<file path="src/rtl/mc_ctrl.sv">
// Multi-cycle RISC-V control FSM: FETCH/DECODE/EXEC/MEM/WB/HALT with memory wait timeout.
// Optional retired-instruction counter enabled by defining MC_INSTRET_EN.
module mc_ctrl #(
    parameter int TIMEOUT = 15
) (
    input  logic        clk,
    input  logic        rst,
    input  logic [31:0] ir,
    input  logic        mem_ready,
    input  logic        br_taken,
    output logic        mem_req,
    output logic        mem_we,
    output logic        ir_we,
    output logic        pc_we,
    output logic        rf_we,
    output logic [6:0]  imm_sel,
    output logic        alu_a_pc,
    output logic        alu_b_imm,
    output logic [1:0]  pc_sel,
    output logic [1:0]  wb_sel,
    output logic [2:0]  state,
    output logic        halt,
    output logic [1:0]  err
`ifdef MC_INSTRET_EN
   ,output logic [31:0] instret
`endif
);

    typedef enum logic [2:0] {
        FETCH  = 3'd0,
        DECODE = 3'd1,
        EXEC   = 3'd2,
        MEM    = 3'd3,
        WB     = 3'd4,
        HALT   = 3'd5
    } state_t;

    localparam logic [6:0] OP_OP     = 7'h33;
    localparam logic [6:0] OP_OPIMM  = 7'h13;
    localparam logic [6:0] OP_LUI    = 7'h37;
    localparam logic [6:0] OP_AUIPC  = 7'h17;
    localparam logic [6:0] OP_LOAD   = 7'h03;
    localparam logic [6:0] OP_STORE  = 7'h23;
    localparam logic [6:0] OP_BRANCH = 7'h63;
    localparam logic [6:0] OP_JAL    = 7'h6F;
    localparam logic [6:0] OP_JALR   = 7'h67;

    state_t      cur, nxt;
    logic [6:0]  opcode;
    logic [7:0]  wait_cnt, wait_nxt;
    logic [1:0]  err_q, err_nxt;
    logic        legal;
    logic        timeout;
    logic        ir_unused;

    assign ir_unused = ^ir[31:7];

    always_comb begin
        legal = 1'b0;
        case (ir[6:0])
            OP_OP, OP_OPIMM, OP_LUI, OP_AUIPC, OP_LOAD,
            OP_STORE, OP_BRANCH, OP_JAL, OP_JALR: legal = 1'b1;
            default: legal = 1'b0;
        endcase
    end

    // A ready in the cycle the limit is reached still completes the access
    assign timeout = (wait_cnt == 8'(TIMEOUT)) && !mem_ready;

    always_ff @(posedge clk or posedge rst) begin
        if (rst) begin
            cur      <= FETCH;
            opcode   <= 7'd0;
            wait_cnt <= 8'd0;
            err_q    <= 2'd0;
        end else begin
            cur      <= nxt;
            wait_cnt <= wait_nxt;
            err_q    <= err_nxt;
            if (cur == DECODE)
                opcode <= ir[6:0];
        end
    end

    always_comb begin
        nxt     = cur;
        err_nxt = err_q;
        case (cur)
            FETCH: begin
                if (mem_ready) nxt = DECODE;
                else if (timeout) begin
                    nxt     = HALT;
                    err_nxt = 2'd2;
                end
            end
            DECODE: begin
                if (legal) nxt = EXEC;
                else begin
                    nxt     = HALT;
                    err_nxt = 2'd1;
                end
            end
            EXEC: begin
                if (opcode == OP_LOAD || opcode == OP_STORE) nxt = MEM;
                else if (opcode == OP_BRANCH) nxt = FETCH;
                else nxt = WB;
            end
            MEM: begin
                if (mem_ready) nxt = (opcode == OP_LOAD) ? WB : FETCH;
                else if (timeout) begin
                    nxt     = HALT;
                    err_nxt = 2'd2;
                end
            end
            WB:      nxt = FETCH;
            HALT:    nxt = HALT;
            default: nxt = FETCH;
        endcase
        wait_nxt = 8'd0;
        if ((cur == FETCH || cur == MEM) && !mem_ready && nxt == cur)
            wait_nxt = wait_cnt + 8'd1;
    end

    always_comb begin
        mem_req   = 1'b0;
        mem_we    = 1'b0;
        ir_we     = 1'b0;
        pc_we     = 1'b0;
        rf_we     = 1'b0;
        alu_a_pc  = 1'b0;
        alu_b_imm = 1'b0;
        pc_sel    = 2'd0;
        wb_sel    = 2'd0;
        // Reset kills any access in flight without waiting for a clock
        if (!rst) begin
            case (cur)
                FETCH: begin
                    mem_req = 1'b1;
                    ir_we   = mem_ready;
                end
                EXEC: begin
                    alu_a_pc  = (opcode == OP_AUIPC);
                    alu_b_imm = (opcode != OP_OP) && (opcode != OP_BRANCH);
                    if (opcode == OP_BRANCH) begin
                        pc_we  = 1'b1;
                        pc_sel = br_taken ? 2'd1 : 2'd0;
                    end
                end
                MEM: begin
                    mem_req = 1'b1;
                    mem_we  = (opcode == OP_STORE);
                    pc_we   = mem_ready && (opcode == OP_STORE);
                end
                WB: begin
                    rf_we = 1'b1;
                    pc_we = 1'b1;
                    if (opcode == OP_LOAD) wb_sel = 2'd1;
                    else if (opcode == OP_JAL || opcode == OP_JALR) wb_sel = 2'd2;
                    if (opcode == OP_JAL) pc_sel = 2'd1;
                    else if (opcode == OP_JALR) pc_sel = 2'd2;
                end
                default: ;
            endcase
        end
    end

    assign state   = cur;
    assign halt    = (cur == HALT);
    assign err     = err_q;
    assign imm_sel = opcode;

`ifdef MC_INSTRET_EN
    always_ff @(posedge clk or posedge rst) begin
        if (rst) instret <= 32'd0;
        else if (pc_we) instret <= instret + 32'd1;
    end
`endif

endmodule

</file>
<file path="config.mk">
export PLATFORM = sky130hd
export DESIGN_NAME = mc_ctrl
export DESIGN_NICKNAME = d
export VERILOG_FILES = /design/src/rtl/mc_ctrl.sv
export SDC_FILE = /design/constraint.sdc
export NUM_CORES = 1
export LEC_CHECK = 0
export ABC_AREA = 0
export CORE_ASPECT_RATIO = 1.2
export CORE_MARGIN = 8
export CORE_UTILIZATION = 41
export CTS_BUF_LIST = sky130_fd_sc_hd__clkbuf_8
export DETAILED_ROUTE_END_ITERATION = 10
export PLACE_DENSITY = 0.81
export SLEW_MARGIN = 20
export SYNTH_ARGS = -nofsm -noshare
export SYNTH_HDL_FRONTEND = slang
export SYNTH_SLANG_ARGS = --single-unit
</file>
<file path="constraint.sdc">
create_clock -name clk -period 2 [get_ports clk]
set_input_delay 0.3 -clock clk [delete_from_list [all_inputs] [get_ports clk]]
set_output_delay 0.3 -clock clk [all_outputs]
set_load 0.02 [all_outputs]
</file>
==> key figures, run 1 <==
Die
  • Number of placement rows: 21
  • I/O pin count: 60
  • Die width: 65.8 um
  • Die height: 75.8 um
  • Total Die Area: 0.00499 mm^2
  • Initial Utilization: 43.4%
  • Placeable Area: 0.00281 mm^2

STA
  • Time the worst path needs with I/O delays and setup: 2.10 ns
  • Clock tree skew after final layout: 0.00328 ns
  • Count of final hold-check violations: 0
  • Setup Viol. Count Final: 2
  • Final worst slack: -0.0981 ns
  • Post-route setup TNS: -0.128 ns
  • Slew margin rel.: 68.4%
  • Final period utilization: 105%
  • Setup repair after global routing missed its margin: yes
  • Peak clock frequency supported by timing: 477 MHz
  • Number of max-slew violations in the final report: 0
  • Pin slew with the least headroom to its limit: 0.471 ns

Pwr
  • Static leakage power: 0.817 nW
  • Switching share of power: 39.8%
  • Switching power: 1.01 mW
  • Ratio of total power to cell area: 1290 mW/mm^2
  • Sequential share of power: 25.5%
  • Clock share of power: 16.1%
  • Comb pwr share: 58.4%
  • Worst IR drop on VDD: 0.844 mV
  • Internal power consumption: 1.54 mW
  • Overall power of the completed layout: 2.55 mW

Run
  • Maxcap violations: 0

Yosys
  • Register area share after synthesis: 41.0%
  • Count of mapped cells out of synthesis: 126
  • Post-Synthesis Cell Area: 0.00122 mm^2
  • Post-synthesis compound-gate area fraction: 12.0%
  • Fraction of the mapped netlist area in simple logic gates: 30.4%
  • Top_reg_cell synth: sky130_fd_sc_hd__dfrtp_1
  • Post-synthesis share of cell area spent on xor and xnor gates: 3.59%
  • Share of synthesized registers carrying an async set or reset: 100%
  • Average cell area after synthesis: 9.69 um^2
  • Synth warnings: 0
  • Seq cells post-synth: 20
  • Mapped Nets: 163
  • Multiplexer area fraction after synthesis: 6.45%
  • Distinct cell type count of the synthesized netlist: 47
  • Largest family of logic cells by synthesized area: simple AND/OR/NAND/NOR gates
  • Fraction of the mapped netlist area in adder cells: 1.02%
  • Number of synthesized flops with an enable pin: 0

Global route
  • Global routing usage on met3: 3.53%
  • Global-route track usage on met2: 28.5%
  • Initial antenna violation count: 0
  • Remaining Overflow, GRT: 0
  • Met1 layer usage reported by global route: 17.9%
  • Overall fraction of global-route tracks in use: 15.8%
  • Global-route wire length before repair: 6.22 mm
  • Layer with the highest usage: met2
  • Vias in the first global route: 1315
  • Maximum number of pins on one net before global-route repair: 21

Cells and area
  • Area added between synthesis and finish: 61.8%
  • Number of diodes added for antenna fixing: 0
  • Nets: 230
  • Post-route core utilization: 70.3%
  • Leading cell types in the layout, fill and taps excluded: sky130_fd_sc_hd__buf_4 (38), sky130_fd_sc_hd__clkdlybuf4s50_1 (22), sky130_fd_sc_hd__dfrtp_1 (16)
  • Share of cells above drive strength 1: 42.2%
  • Most common cell after layout, fill and taps aside: sky130_fd_sc_hd__buf_4

Clock tree
  • Clock root cell: sky130_fd_sc_hd__clkbuf_8
  • CTS H-tree lvls: 1
  • Clk_lat worst skew: 0.26 ns
  • Clock buffers created by TritonCTS: 3
  • Post-CTS clock slew at the launch and capture registers of the worst setup and hold paths: 0.08 ns
  • CTS tree: built
  • Clock sink total: 20
  • Number of buffers on the longest clock path: 2

Setup path
  • Max stage delay on crit path: 0.44 ns
  • Highest fanout seen on the critical path: 5
  • Required arrival time at the worst endpoint: 1.70 ns
  • Arr. time, crit path: 1.80 ns
  • Crit Path Category: reg2out
  • Element type at the critical path end: output port
  • Slowest cell on the critical path: sky130_fd_sc_hd__dfrtp_2
  • Number of buffers and inverters on the critical path: 1
  • Worst-path cell chain: nor3b_4, nand2_1, or4_4, nor3_2, buf_4
  • Cell type group with the largest total delay on the critical path: simple AND/OR/NAND/NOR gates
  • Element type at the critical path start: flop

Route
  • Total length of routed wires: 4.07 mm
  • Number of design rule violations left after detail routing: 0
  • Wirelength per Cell: 18.0 um
  • DRT iter0 DRCs: 68
  • Ratio of routed vias to standard cells: 5.83
  • Post-DRT Antenna Nets: 0
  • Number of detailed-route iterations in the first pass: 5
  • Via count: 1317

Placed design
  • Gpl congestion: 0.930
  • Final HPWL from detailed placement: 2.84 mm
  • Number of buffers added on ports: 34

Min path
  • Class of the worst hold path: in2async

Status
  • Failing checks: setup timing
  • Outcome: finished, violations left
==> cells by family (layout without fill, tap and decap cells) <==
logic type,Yosys count,count (layout)
AO/OA/AOI/OAI,21,21
adder cells (fa/ha/maj),1,1
flip-flops,20,20
multiplexers,7,7
XOR/XNOR,5,5
AND/OR/NAND/NOR,59,59
buffers and inverters,13,79
==> cell type report <==
cell class	count	area, um^2
Fill cell	196	836
Multi-Input combinational cell	93	756
Timing Repair Buffer	68	571
Sequential cell	20	505
Tap cell	34	42.5
Clock buffer	3	41.3
Clock inverter	1	30.0
Inverter	7	30.0
==> final timing paths <==
path / depth (start not counted) / slack (ns) / start / end
setup / recovery: 5 / -0.1 / state[2] / alu_a_pc
hold reg to reg: 1 / 0.48 / wait_cnt[0] / wait_cnt[0]
hold / removal: 3 / 0.48 / rst / err[0]
min in group clk: 1 / 0.48 / wait_cnt[0] / wait_cnt[0]
setup reg to reg: 6 / 0.25 / state[0] / state[1]
max in group asynchronous: 3 / 1.29 / rst / state[2]
==> registers in the layout (all words and copies together) (netlist names) <==
signal	cells
wait_cnt	8
imm_sel	7
state	3
err	2
==> power by group through the flow <==
stage / combinational, mW / clock, mW / sequential (mW)
floorplan: 0.570 / 0 / 0.732
global placement: 1.35 / 0 / 0.614
detailed placement: 1.38 / 0 / 0.618
CTS: 1.40 / 0.409 / 0.627
global route: 1.57 / 0.430 / 0.662
finish: 1.49 / 0.410 / 0.650
==> cell usage after synthesis, types with 2 or more instances <==
cell type / count / area share [%]
sky130_fd_sc_hd__dfrtp_1: 20 / 41
sky130_fd_sc_hd__nand2_1: 9 / 2.8
sky130_fd_sc_hd__nor2_1: 8 / 2.5
sky130_fd_sc_hd__inv_1: 7 / 2.2
sky130_fd_sc_hd__mux2_2: 7 / 6.5
sky130_fd_sc_hd__nand3_1: 5 / 2.0
sky130_fd_sc_hd__nor3_1: 5 / 2.0
sky130_fd_sc_hd__a21oi_1: 4 / 1.6
sky130_fd_sc_hd__nand4_1: 4 / 2.0
sky130_fd_sc_hd__o21ai_0: 4 / 1.6
sky130_fd_sc_hd__clkbuf_1: 3 / 0.92
sky130_fd_sc_hd__or3_1: 3 / 1.5
sky130_fd_sc_hd__xor2_1: 3 / 2.2
sky130_fd_sc_hd__a31oi_1: 2 / 1.0
sky130_fd_sc_hd__and2_1: 2 / 1.0
sky130_fd_sc_hd__buf_6: 2 / 1.8
sky130_fd_sc_hd__nand2b_1: 2 / 1.0
sky130_fd_sc_hd__nor2b_1: 2 / 1.0
sky130_fd_sc_hd__nor3_2: 2 / 1.6
sky130_fd_sc_hd__nor3b_1: 2 / 1.2
sky130_fd_sc_hd__nor4_1: 2 / 1.0
sky130_fd_sc_hd__or4_1: 2 / 1.2
sky130_fd_sc_hd__xnor2_1: 2 / 1.4
==> routing by layer <==
layer | vias to the layer above | part of all wire, %
met3 | 14 | 7.4
li1 | 595 | -
met5 | - | 0
met2 | 68 | 54
met1 | 640 | 37
met4 | 0 | 1.8
==> metrics by stage <==
step	cells	setup WS, ns	instance area (um^2)	hold slack, ns
final	226	-0.0981	1980	0.476
after global routing	226	-0.159	1980	0.492
after CTS	223	-0.106	1920	0.470
after detailed placement	217	-0.402	1820	0.457
after global placement	217	-0.370	1820	0.449
after floorplan	126	0.00311	1260	0.433
==> tightest hold or removal path, delay by kind of cell <==
family                 cells  cell delay (ns)
buffers and inverters      3             0.82
==> what timing repair did <==
action,4_1_cts,5_1_grt
pin swaps,4,9
gates cloned,0,0
hold buffers,0,0
setup endpoints to repair,12,8
hold endpoints to repair,0,0
setup buffers,2,3
gates resized for setup,50,15
(Power assumes the default switching activity.)
==> run 2, diff against run 1 <==
--- a/config.mk
+++ b/config.mk
@@ -11,7 +11,7 @@
 export CORE_UTILIZATION = 41
 export CTS_BUF_LIST = sky130_fd_sc_hd__clkbuf_8
 export DETAILED_ROUTE_END_ITERATION = 10
-export PLACE_DENSITY = 0.81
+export PLACE_DENSITY = 0.8
 export SLEW_MARGIN = 20
 export SYNTH_ARGS = -nofsm -noshare
 export SYNTH_HDL_FRONTEND = slang
==> key figures, run 2 (synthesized netlist as in run 1, its figures left out) <==
Status
  • Outcome: finished, violations left
  • Failing checks: setup timing

Clock tree
  • Post-CTS clock slew at the launch and capture registers of the worst setup and hold paths: 0.07 ns
  • Clock buffers created by TritonCTS: 3
  • Clock root cell: sky130_fd_sc_hd__clkbuf_8
  • CTS tree: built
  • Clock sink total: 20
  • Clk_lat worst skew: 0.25 ns
  • Number of hold-repair buffers added at the cts stage: 0
  • CTS H-tree lvls: 1
  • Number of buffers on the longest clock path: 2

STA
  • Setup Viol. Count Final: 3
  • Setup repair after global routing missed its margin: yes
  • Slew margin rel.: 69.5%
  • Post-route setup TNS: -0.166 ns
  • Count of final hold-check violations: 0
  • Number of max-slew violations in the final report: 0
  • Clock tree skew after final layout: 0.00145 ns
  • Final worst slack: -0.0677 ns
  • Pin slew with the least headroom to its limit: 0.455 ns
  • Peak clock frequency supported by timing: 484 MHz
  • Time the worst path needs with I/O delays and setup: 2.07 ns
  • Final period utilization: 103%

Cells and area
  • Register area: 505 um^2
  • Area taken by multi-input logic gates: 747 um^2
  • Number of diodes added for antenna fixing: 0
  • Nets: 228
  • Number of filler instances in the final layout: 210
  • Area added between synthesis and finish: 58.6%
  • Leading cell types in the layout, fill and taps excluded: sky130_fd_sc_hd__buf_4 (37), sky130_fd_sc_hd__clkdlybuf4s50_1 (22), sky130_fd_sc_hd__dfrtp_1 (16)
  • Share of cells above drive strength 1: 41.6%
  • Biggest register: wait_cnt
  • Number of standard cells in the layout, taps in and fillers out: 224
  • Most common cell after layout, fill and taps aside: sky130_fd_sc_hd__buf_4
  • Number of flip-flops in the largest register: 8

Pwr
  • Ratio of total power to cell area: 1240 mW/mm^2
  • Overall power of the completed layout: 2.40 mW
  • Worst IR drop on VDD: 0.777 mV
  • Static leakage power: 0.804 nW

Setup path
  • Element type at the critical path end: output port
  • Cell type group with the largest total delay on the critical path: simple AND/OR/NAND/NOR gates
  • Arr. time, crit path: 1.77 ns
  • Highest fanout seen on the critical path: 4
  • Crit Path Category: reg2out
  • Number of buffers and inverters on the critical path: 1
  • Slowest cell on the critical path: sky130_fd_sc_hd__dfrtp_2
  • Element type at the critical path start: flop
  • Required arrival time at the worst endpoint: 1.70 ns
  • Max stage delay on crit path: 0.44 ns
  • Worst-path cell chain: nor3b_4, nand2_2, or4_4, nor3_2, buf_4

Route
  • Number of detailed-route iterations in the first pass: 4
  • Wirelength per Cell: 17.3 um
  • Total length of routed wires: 3.88 mm
  • DRT iter0 DRCs: 60
  • Post-DRT Antenna Nets: 0
  • Number of design rule violations left after detail routing: 0
  • Ratio of routed vias to standard cells: 5.64
  • Via count: 1263

Die
  • Initial Utilization: 43.4%
  • Die width: 65.8 um
  • Die height: 75.8 um
  • Total Die Area: 0.00499 mm^2
  • Number of placement rows: 21
  • I/O pin count: 60
  • Placeable Area: 0.00281 mm^2

Global route
  • Initial antenna violation count: 0
  • Remaining Overflow, GRT: 0
  • Vias in the first global route: 1352
  • Maximum number of pins on one net before global-route repair: 21
  • Global-route wire length before repair: 6.29 mm
  • Overall fraction of global-route tracks in use: 15.9%

Placed design
  • Gpl congestion: 0.862
  • Placed cell count: 215
  • Final HPWL from detailed placement: 2.82 mm
  • Number of buffers added on ports: 34

Min path
  • Class of the worst hold path: reg2reg

Run
  • Maxcap violations: 0
-- run 2: cell count changes in the layout (fill, tap and decap cells not counted), sizes merged --
cell	previous run	this run
buf	42	40
dlygate4sd2	2	3
bufinv	1	0
-- run 2: what timing repair did --
item,in CTS,in global routing
setup buffers,4,1
cloned,0,0
pin swaps,6,2
endpoints found under the setup margin,12,7
resized for setup,49,9
-- run 2: final timing paths --
kind                              from          end  slack [ns]  cells after the start
hold reg to reg            wait_cnt[0]  wait_cnt[0]        0.46                      1
setup reg to reg              state[0]     state[1]        0.27                      6
max in group asynchronous          rst     state[1]        1.27                      3
hold / removal             wait_cnt[0]  wait_cnt[0]        0.46                      1
min in group asynchronous          rst     state[0]        0.49                      3
setup / recovery              state[2]     alu_a_pc       -0.07                      5
-- run 2: area by class of cell --
cell class,count,area share [%]
tap,34,2.20
multi-input combinational,93,38.6
sequential,20,26.1
timing repair buffer,66,28.7
inverter,7,1.55
clock buffer,4,2.84
-- run 2: per-stage QoR --
step / utilization, % / setup slack (ns) / hold slack, ns / area, um^2
5_1_grt: 68.9 / -0.151 / 0.499 / 1940
3_5_place_dp: 64.1 / -0.401 / 0.456 / 1800
2_1_floorplan: - / 0.00311 / 0.433 / 1260
4_1_cts: 67.4 / -0.0780 / 0.466 / 1890
3_3_place_gp: 64.1 / -0.366 / 0.446 / 1800
6_report: 68.9 / -0.0677 / 0.461 / 1940
-- run 2: per-layer routing --
layer	vias to the layer above	global-route usage [%]	share of wire, %
met5	-	0	0
met4	0	8.50	2.3
met3	8	2.50	4.9
met2	42	27.0	52
met1	624	18.7	41
li1	589	-	-
-- run 2: where the power goes --
group,switching [mW],internal (mW)
logic,0.708,0.738
registers,0.134,0.512
clock network,0.134,0.175
